==> config.mk <==
export PLATFORM = sky130hd
export DESIGN_NAME = line_write_buffer
export DESIGN_NICKNAME = d
export VERILOG_FILES = /design/src/rtl/line_write_buffer.sv
export SDC_FILE = /design/constraint.sdc
export NUM_CORES = 2
export LEC_CHECK = 0
export ABC_AREA = 1
export ABC_CLOCK_PERIOD_IN_PS = 7200
export BUFFER_PORTS_ARGS = -buffer_cell sky130_fd_sc_hd__buf_4
export CORE_MARGIN = 10
export CORE_UTILIZATION = 33
export CTS_CLUSTER_DIAMETER = 150
export DETAILED_ROUTE_END_ITERATION = 10
export GPL_TIMING_DRIVEN = 0
export MAX_ROUTING_LAYER = met4
export PLACE_DENSITY = 0.61
export SLEW_MARGIN = 20
export SYNTH_ARGS = -nofsm -noshare
export SYNTH_HDL_FRONTEND = slang
export SYNTH_SLANG_ARGS = --single-unit
==> constraint.sdc <==
create_clock -name clk -period 7.2 [get_ports clk]
set_input_delay 0 -clock clk [delete_from_list [all_inputs] [get_ports clk]]
set_output_delay 0 -clock clk [all_outputs]
set_load 0.01 [all_outputs]
==> src/rtl/line_write_buffer.sv <==
// rtl/line_write_buffer.sv - write buffer for evicted dirty cache lines
// Circular FIFO drained one line at a time to memory; coalesces and serves lookups.
module line_write_buffer #(
  parameter int LINE_BITS = 128,
  parameter int ADDR_BITS = 16,
  parameter int DEPTH     = 4
) (
  input  logic                   clk,
  input  logic                   reset,
  input  logic                   enq_valid,
  output logic                   enq_ready,
  input  logic [ADDR_BITS-1:0]   enq_addr,
  input  logic [LINE_BITS-1:0]   enq_data,
  input  logic [ADDR_BITS-1:0]   lookup_addr,
  output logic                   lookup_hit,
  output logic [LINE_BITS-1:0]   lookup_data,
  output logic [ADDR_BITS-1:0]   pmem_address,
  output logic [LINE_BITS-1:0]   pmem_wdata,
  output logic                   pmem_write,
  input  logic                   pmem_resp,
  output logic                   empty,
  output logic [$clog2(DEPTH):0] count
);

  localparam int PTR_W = $clog2(DEPTH);
  localparam int CNT_W = PTR_W + 1;
  localparam logic [CNT_W-1:0] FULL = CNT_W'(DEPTH);

  typedef enum logic {IDLE, WRITE} state_t;

  state_t               state_q, state_d;
  logic                 valid_q [DEPTH];
  logic                 valid_d [DEPTH];
  logic [ADDR_BITS-1:0] addr_q  [DEPTH];
  logic [ADDR_BITS-1:0] addr_d  [DEPTH];
  logic [LINE_BITS-1:0] data_q  [DEPTH];
  logic [LINE_BITS-1:0] data_d  [DEPTH];
  logic [PTR_W-1:0]     head_q, head_d;
  logic [PTR_W-1:0]     tail_q, tail_d;
  logic [CNT_W-1:0]     count_q, count_d;
  logic                 pmem_write_q, pmem_write_d;
  logic [ADDR_BITS-1:0] pmem_address_q, pmem_address_d;
  logic [LINE_BITS-1:0] pmem_wdata_q, pmem_wdata_d;

  logic                 coal_hit;
  logic [PTR_W-1:0]     coal_idx;
  logic                 append;
  logic                 pop;

  // Walk from head to tail so the last match seen is the youngest entry.
  // The head is excluded from coalescing while its write is in flight.
  always_comb begin
    lookup_hit  = 1'b0;
    lookup_data = '0;
    coal_hit    = 1'b0;
    coal_idx    = '0;
    for (int k = 0; k < DEPTH; k++) begin
      if (valid_q[head_q + PTR_W'(k)] && addr_q[head_q + PTR_W'(k)] == lookup_addr) begin
        lookup_hit  = 1'b1;
        lookup_data = data_q[head_q + PTR_W'(k)];
      end
      if (valid_q[head_q + PTR_W'(k)] && addr_q[head_q + PTR_W'(k)] == enq_addr &&
          !(state_q == WRITE && k == 0)) begin
        coal_hit = 1'b1;
        coal_idx = head_q + PTR_W'(k);
      end
    end
  end

  assign enq_ready = (count_q < FULL) || coal_hit;
  assign append    = enq_valid && enq_ready && !coal_hit;
  assign pop       = (state_q == WRITE) && pmem_resp;

  always_comb begin
    valid_d        = valid_q;
    addr_d         = addr_q;
    data_d         = data_q;
    head_d         = head_q;
    tail_d         = tail_q;
    state_d        = state_q;
    pmem_write_d   = pmem_write_q;
    pmem_address_d = pmem_address_q;
    pmem_wdata_d   = pmem_wdata_q;

    if (enq_valid && coal_hit) begin
      data_d[coal_idx] = enq_data;
    end else if (append) begin
      valid_d[tail_q] = 1'b1;
      addr_d[tail_q]  = enq_addr;
      data_d[tail_q]  = enq_data;
      tail_d          = tail_q + 1'b1;
    end

    if (pop) begin
      valid_d[head_q] = 1'b0;
      head_d          = head_q + 1'b1;
    end

    count_d = count_q + CNT_W'(append) - CNT_W'(pop);

    case (state_q)
      IDLE: begin
        if (count_q != '0) begin
          state_d        = WRITE;
          pmem_write_d   = 1'b1;
          pmem_address_d = addr_q[head_q];
          // A same-cycle coalesce into the head must reach memory, not be lost.
          pmem_wdata_d   = (enq_valid && coal_hit && coal_idx == head_q) ? enq_data
                                                                         : data_q[head_q];
        end
      end
      WRITE: begin
        if (pmem_resp) begin
          state_d      = IDLE;
          pmem_write_d = 1'b0;
        end
      end
      default: begin
        state_d      = IDLE;
        pmem_write_d = 1'b0;
      end
    endcase
  end

  always_ff @(posedge clk) begin
    if (reset) begin
      state_q        <= IDLE;
      head_q         <= '0;
      tail_q         <= '0;
      count_q        <= '0;
      pmem_write_q   <= 1'b0;
      pmem_address_q <= '0;
      pmem_wdata_q   <= '0;
      for (int i = 0; i < DEPTH; i++) begin
        valid_q[i] <= 1'b0;
        addr_q[i]  <= '0;
        data_q[i]  <= '0;
      end
    end else begin
      state_q        <= state_d;
      head_q         <= head_d;
      tail_q         <= tail_d;
      count_q        <= count_d;
      pmem_write_q   <= pmem_write_d;
      pmem_address_q <= pmem_address_d;
      pmem_wdata_q   <= pmem_wdata_d;
      valid_q        <= valid_d;
      addr_q         <= addr_d;
      data_q         <= data_d;
    end
  end

  assign pmem_write   = pmem_write_q;
  assign pmem_address = pmem_address_q;
  assign pmem_wdata   = pmem_wdata_q;
  assign count        = count_q;
  assign empty        = (count_q == '0);

endmodule

* After elaboration in Yosys (flattened, before gate mapping)
Cells that the tools add are included.
Widths: inputs -> output; s select.
** Cells by class
- Add/subtract/negate cells :: 6
- Magnitude comparators :: 10
- Equality and inequality tests :: 11
- Mux-type cells :: 77
- Bitwise gates (word level) :: 11
- Reduce and logical (&&, ||, !) cells :: 26
** Operators by type and width (count)
- $mux 128 :: 15
- $bmux 128 s2 :: 4
- $bwmux 512 :: 2
- $mux 512 :: 2
- $demux 128 s2 :: 2
- $mux 16 :: 9
- $bmux 16 s2 :: 4
- $eq 16x16->1 :: 8
- $bwmux 64 :: 1
- $demux 16 s2 :: 1
- $mux 1 :: 22
- $ge 3x3->1 const B :: 6
- $not 2->3 :: 6
- $logic_and 1x1->1 :: 17
- $mux 4 :: 3
- $lt 3x1->1 const B :: 3
- $bmux 1 s2 :: 4
- $mux 2 :: 4
- $reduce_and 2->1 :: 3
- $add 2x1->2 const B :: 2
- $add 2x2->2 const B :: 2
- $and 4x4->4 :: 1
- $demux 1 s2 :: 2
- $ne 2x2->1 const B :: 2
- 13 further kinds :: 16
** Storage, ports and cells
- Flip-flop bits (word level) :: 733
- Input bits :: 164
- Output and inout port bits :: 279
- Logic and storage cells :: 160

* Longest topological paths before layout
- Word-level depth :: 18
- Depth in mapped cells :: 32
- Depth with buffers taken out :: 23

* Worst setup path before layout
OpenSTA, ideal clock, no wires.
- Kind :: register -> register
- Start point :: register head_q[1]
- End point :: register count_q[2] (netlist: count[2])
- Library setup time :: 127 ps
- Arrival time :: 5050 ps
- Required time :: 7073 ps
- Setup slack :: 2023 ps
- Cell stages (with the launch flop) :: 31
- Path buffers :: 8
- Clock period less this slack :: 5177 ps
- Path through :: dfxtp_1 > buf_2 > inv_2 > buf_2 > clkbuf_1 > clkbuf_1 > clkbuf_1 > clkbuf_1 > clkbuf_1 > ha_1 > inv_1 > buf_1 > nand3_1 > nand2_1 > nand2_1 > nand2_1 > nor2_1 > nand2_1 > nor2_1 > nand3_1 > nand2_1 > nor2_4 > nand3_1 > ha_1 > inv_1 > ha_1 > inv_1 > fa_1 > xor2_1 > o21ai_0 > a21oi_1
** Between the ends
- Word-level cells in the longest chain between the ends :: 16
- Elaborated cells between the ends (all ways) :: 50
- Classes of those cells :: add/sub (5); eq/ne (4); mux (28); bitwise (4); reduce/logical (9)
** Ends and longest elaborated chain
- start: declaration :: RTL line 38 : logic [PTR_W-1:0] head_q, head_d;
- start signal: assignment :: RTL line 128 : head_q <= '0;
- start signal: assignment :: RTL line 141 : head_q <= head_d;
- branches (longest 10 deep; another with $add 2x1->2)
- $mux 1 (*) :: RTL line 62 : if (valid_q[head_q + PTR_W'(k)] && addr_q[head_q + PTR_W'(k)] == enq_addr &&
- $logic_or 1x1->1 :: RTL line 70 : assign enq_ready = (count_q < FULL) || coal_hit;
- $logic_and 1x1->1 :: RTL line 71 : assign append = enq_valid && enq_ready && !coal_hit;
- $logic_and 1x1->1 (*) :: RTL line 71
- $add 3x1->3 (*) :: RTL line 99 : count_d = count_q + CNT_W'(append) - CNT_W'(pop);
- $sub 3x1->3 (*) :: RTL line 99
- end signal: assignment :: RTL line 143 : count_q <= count_d;
- end: declaration :: RTL line 40 : logic [CNT_W-1:0] count_q, count_d;
Every way passes the cells marked *. The select of a mux whose other input is x is not followed.
A chain may end at the register's enable or synchronous reset.

* Final worst setup path
- Start point :: register head_q[1]
- End point :: output lookup_data[17]
** Between the ends
- Word-level cells in the longest chain between the ends :: 10
- Elaborated cells between the ends (all ways) :: 55
- Classes of those cells :: add/sub (3); eq/ne (4); mux (40); bitwise (4); reduce/logical (4)
** Ends and longest elaborated chain
- $add 2x1->2 or $not 2->3 (tied branches) :: RTL line 58, 60
- $not 2->3 (not written as such) or $bmux 16 s2 (tied branches) :: RTL line 58, 60
- $bmux 16 s2 or $mux 16 (tied branches) :: RTL line 58 : if (valid_q[head_q + PTR_W'(k)] && addr_q[head_q + PTR_W'(k)] == lookup_addr) begin
- $mux 16 (not written as such) :: RTL line 58
- $mux 16 (not written as such) or $eq 16x16->1 (tied branches) :: RTL line 58
- $eq 16x16->1 or $logic_and 1x1->1 (tied branches) :: RTL line 58
- $logic_and 1x1->1 or $mux 128 (tied branches) :: RTL line 58
- $mux 128 (2 in a row) :: RTL line 58
- $mux 128 (*) :: RTL line 58
- end: declaration :: RTL line 16 : output logic [LINE_BITS-1:0] lookup_data,
Every way passes the cells marked *; elsewhere a longest branch is shown, timed or not. The select of a mux whose other input is x is not followed.

==> impl_metrics.yaml <==
final_layout:
  final_layout_size_suffix_gt1_share_pct: 9.461
  fillers: 16216
  fin_area_sq_mm: 0.06102
  final_core_util_pct: 40.69
  syn_to_final_growth_pct: 22.39
  seqCellArea_sq_mm: 0.01467
  multiInputGateArea_sq_mm: 0.03056
  nets: 9245
setup_path:
  path_class: "register to primary output"
  regToRegSetupSlack_ns: 0.46
  r2r_start: "head_q[1]$_SDFFE_PP0P_"
  startpoint_type: "register"
  crit_required_ns: 7.20
  ff2ff_path_depth: 26
  end_kind: "primary output"
  cp_max_fo: 29
  worstPathArrival_ns: 7.10
  r2r_end: "pmem_wdata[23]$_SDFFE_PP0P_"
route:
  wire_per_inst_microns: 23.83
  drt-initial-drc-count: 7746
  postRouteAntennaNets: 0
  routed_wl_microns: 266700
  route.detailed.drc: 0
  via_count: 61989
  dr.pass1.iters: 6
  vias_per_cell: 5.539
sta:
  finClkSkew_ns: 0.04866
  tightest_slew_ns: 1.264
  max_freq_mhz: 140.9
  fin_crit_ns: 7.097
  worst_slack_ns: 0.1034
  post-route-period-util_pct: 98.56
  relSlewSlack_pct: 15.73
  rsz0062_at_grt: "no"
  hold_viol_final: 0
  setup_viol: 0
  drv_slew: 0
power:
  cellPowerDensity_mw_per_mm2: 310.4
  p_sw_mw: 8.824
  clkPwrFrac_pct: 25.8
  intPower_mw: 10.12
  swShare_pct: 46.59
  seqPwrFrac_pct: 27.1
  ir_worst_vdd_uv: 210.0
  p_comb_share_pct: 47.1
  p_leak_nw: 25.67
grt:
  grt-ovfl-total: 0
  first_global_vias: 56939
  grt_pass1_wl_microns: 382800
  grt_max_degree: 29
  grt_antenna_before_repair: 39
  grt_usage_pct: 30.92
synthesis:
  synth_top_family_by_area: "simple AND/OR/NAND/NOR gates"
  postSynthAreaPerCell_sq_um: 5.953
  synth_fa_ha_area_share_pct: 0.2911
  synth_warnings: 0
  ys_types: 35
  async_reset_ff_share_pct: 0
  synth_cells: 8375
  synth_edf_count: 0
  synth_area_leaders: "dfxtp_1 29%, nand2_1 20%, o21ai_0 9.4%"
  syn_nets: 8550
  muxShareOfSynthArea_pct: 5.140
  ys_ff_latch: 733
  synthFlopType: "dfxtp_1"
  synth_compound_gate_area_share_pct: 15.44
  yosys-top-cells-count: "2593 x nand2_1, 971 x nor2_1, 934 x o21ai_0, 735 x nand3_1, 733 x dfxtp_1"
  synth-simple-area-share_pct: 39.81
  yosysTopAreaCellShare_pct: 29.43
  syn_area_sq_mm: 0.04986
  synth.most_common_cell: "nand2_1"
  yosys.area.top_type: "dfxtp_1"
  synth-seq-area-share_pct: 29.43
  synth_xor_area_share_pct: 0.4568
floorplanning:
  boundaryPins: 443
  rows: 142
  dieHeight_microns: 408.7
  initial_core_util_pct: 33.25
  fp.dieW_microns: 408.7
  fp.coreArea_sq_mm: 0.1500
  die-area_sq_mm: 0.1670
cts:
  cts_buffer_depth: 3
  cts_buffers: 93
  cts_max_level: 3
  post-cts-setup-buffers: 0
  clk_transition_reported_paths_ns: 0.07
  cts_sinks: 733
  tritoncts: "built"
  clkLatencyLatePin_ns: 0.73
  root_buffer: "clkbuf_16"
job:
  drv_cap: 0
hold_path:
  hp-class: "primary input to register"
  hold_depth: 3
  holdPathEnd: "valid_q[3]$_SDFF_PP0_"
  min_from: "reset"
place:
  dp_hpwl_microns: 205100
  finalWeightedCongestion: 1.022
  place_ws_ns: -2.547
  place_area_sq_mm: 0.05624
  io_buffers: 435
status:
  status: "completed"
-- through the flow --
step | total power, mW | setup TNS [ns] | std cells | hold slack [ns]
finish | 18.94 | 0 | 11192 | 0.06833
global route | 19.89 | 0 | 11185 | 0.07051
CTS | 18.72 | 0 | 11159 | 0.01768
detailed placement | 13.75 | -1102.05 | 10847 | 0.3286
global placement | 13.56 | -1925.89 | 10826 | 0.3182
floorplan | 10.16 | 0 | 8375 | 0.1644
-- critical path: stages (launching register included) --
cell       delay [ns]
dfxtp_1          0.34
buf_2            0.20
inv_2            0.18
buf_2            0.35
clkbuf_16        0.35
clkbuf_2         0.29
clkbuf_4         0.30
ha_1             0.16
buf_2            0.28
buf_2            0.36
nand3_1          0.14
nand2_1          0.29
o22ai_1          0.12
a211oi_1         0.23
nand2_1          0.10
a211oi_1         0.35
nand3_4          0.34
clkbuf_8         0.36
clkbuf_1         0.30
o21ai_0          0.96
buf_4            0.28
-- power groups by stage --
stage	combinational, mW	clock, mW	sequential (mW)
final	8.92	4.89	5.13
after global routing	9.63	5.08	5.18
after CTS	8.69	4.93	5.10
after detailed placement	8.56	0	5.18
after global placement	8.40	0	5.17
after floorplan	5.02	0	5.14
-- worst max-delay path by stage --
stage,start,end,cells after the start
global route,head_q[1]$_SDFFE_PP0P_,lookup_data[5],23
finish,head_q[1]$_SDFFE_PP0P_,lookup_data[17],20
global placement,head_q[1]$_SDFFE_PP0P_,lookup_data[11],23
detailed placement,head_q[1]$_SDFFE_PP0P_,lookup_data[12],23
floorplan,head_q[1]$_SDFFE_PP0P_,count[2]$_SDFF_PP0_,30
CTS,head_q[1]$_SDFFE_PP0P_,lookup_data[23],22
-- kinds of logic after synthesis --
kind of cell             after synthesis
flip-flops                           733
multiplexers                         256
buffers and inverters               1175
AND/OR/NAND/NOR                     4720
AO/OA/AOI/OAI                       1454
adder cells (fa/ha/maj)               11
XOR/XNOR                              26
-- state kept, by name (all words and copies together) (netlist names) --
name and flops:
addr_q 64, data_q 512, state_q 1, valid_q 4, tail_q 2, pmem_wdata 128
head_q 2, pmem_write 1, count 3, pmem_address 16
-- final cells by class --
class,instances,share of cell area [%]
multi-input cells,6467,50.08
flip-flops and latches,733,24.05
repair buffers,602,8.637
plain buffers,720,5.073
clock buffers,133,4.456
well taps,2016,4.134
inverters,453,2.787
clock inverters,35,0.6541
diodes,33,0.1353
-- metal layers --
layer  GRT usage (%)  up-vias  routed length [microns]
li1                -    29015                        -
met1           39.76    28955                   111300
met2           45.80     3415                   113800
met3           6.757      604                    27900
met4           14.61        0                    13710
met5               -        -                        0
-- cell usage in the layout, fill, tap and decap left out, types with 95 or more instances in the layout --
master,synthesis,final
nand2_1,2593,2593
nor2_1,971,970
o21ai_0,934,917
nand3_1,735,734
dfxtp_1,733,733
buf_4,16,452
inv_1,445,445
clkbuf_1,452,422
a21oi_1,348,348
nand4_1,267,267
mux2i_1,256,256
buf_2,169,172
dlygate4sd3_1,0,146
o211ai_1,131,131
nand3b_1,130,130
clkbuf_16,0,95
-- timing repair --
item / in CTS / in global routing
pin swaps: 1 / 0
endpoints found under the hold margin: 692 / 0
gates resized for setup: 37 / 19
endpoints found under the setup margin: 843 / 31
hold buffers: 146 / 0
Power figures use the tool's default switching activity.
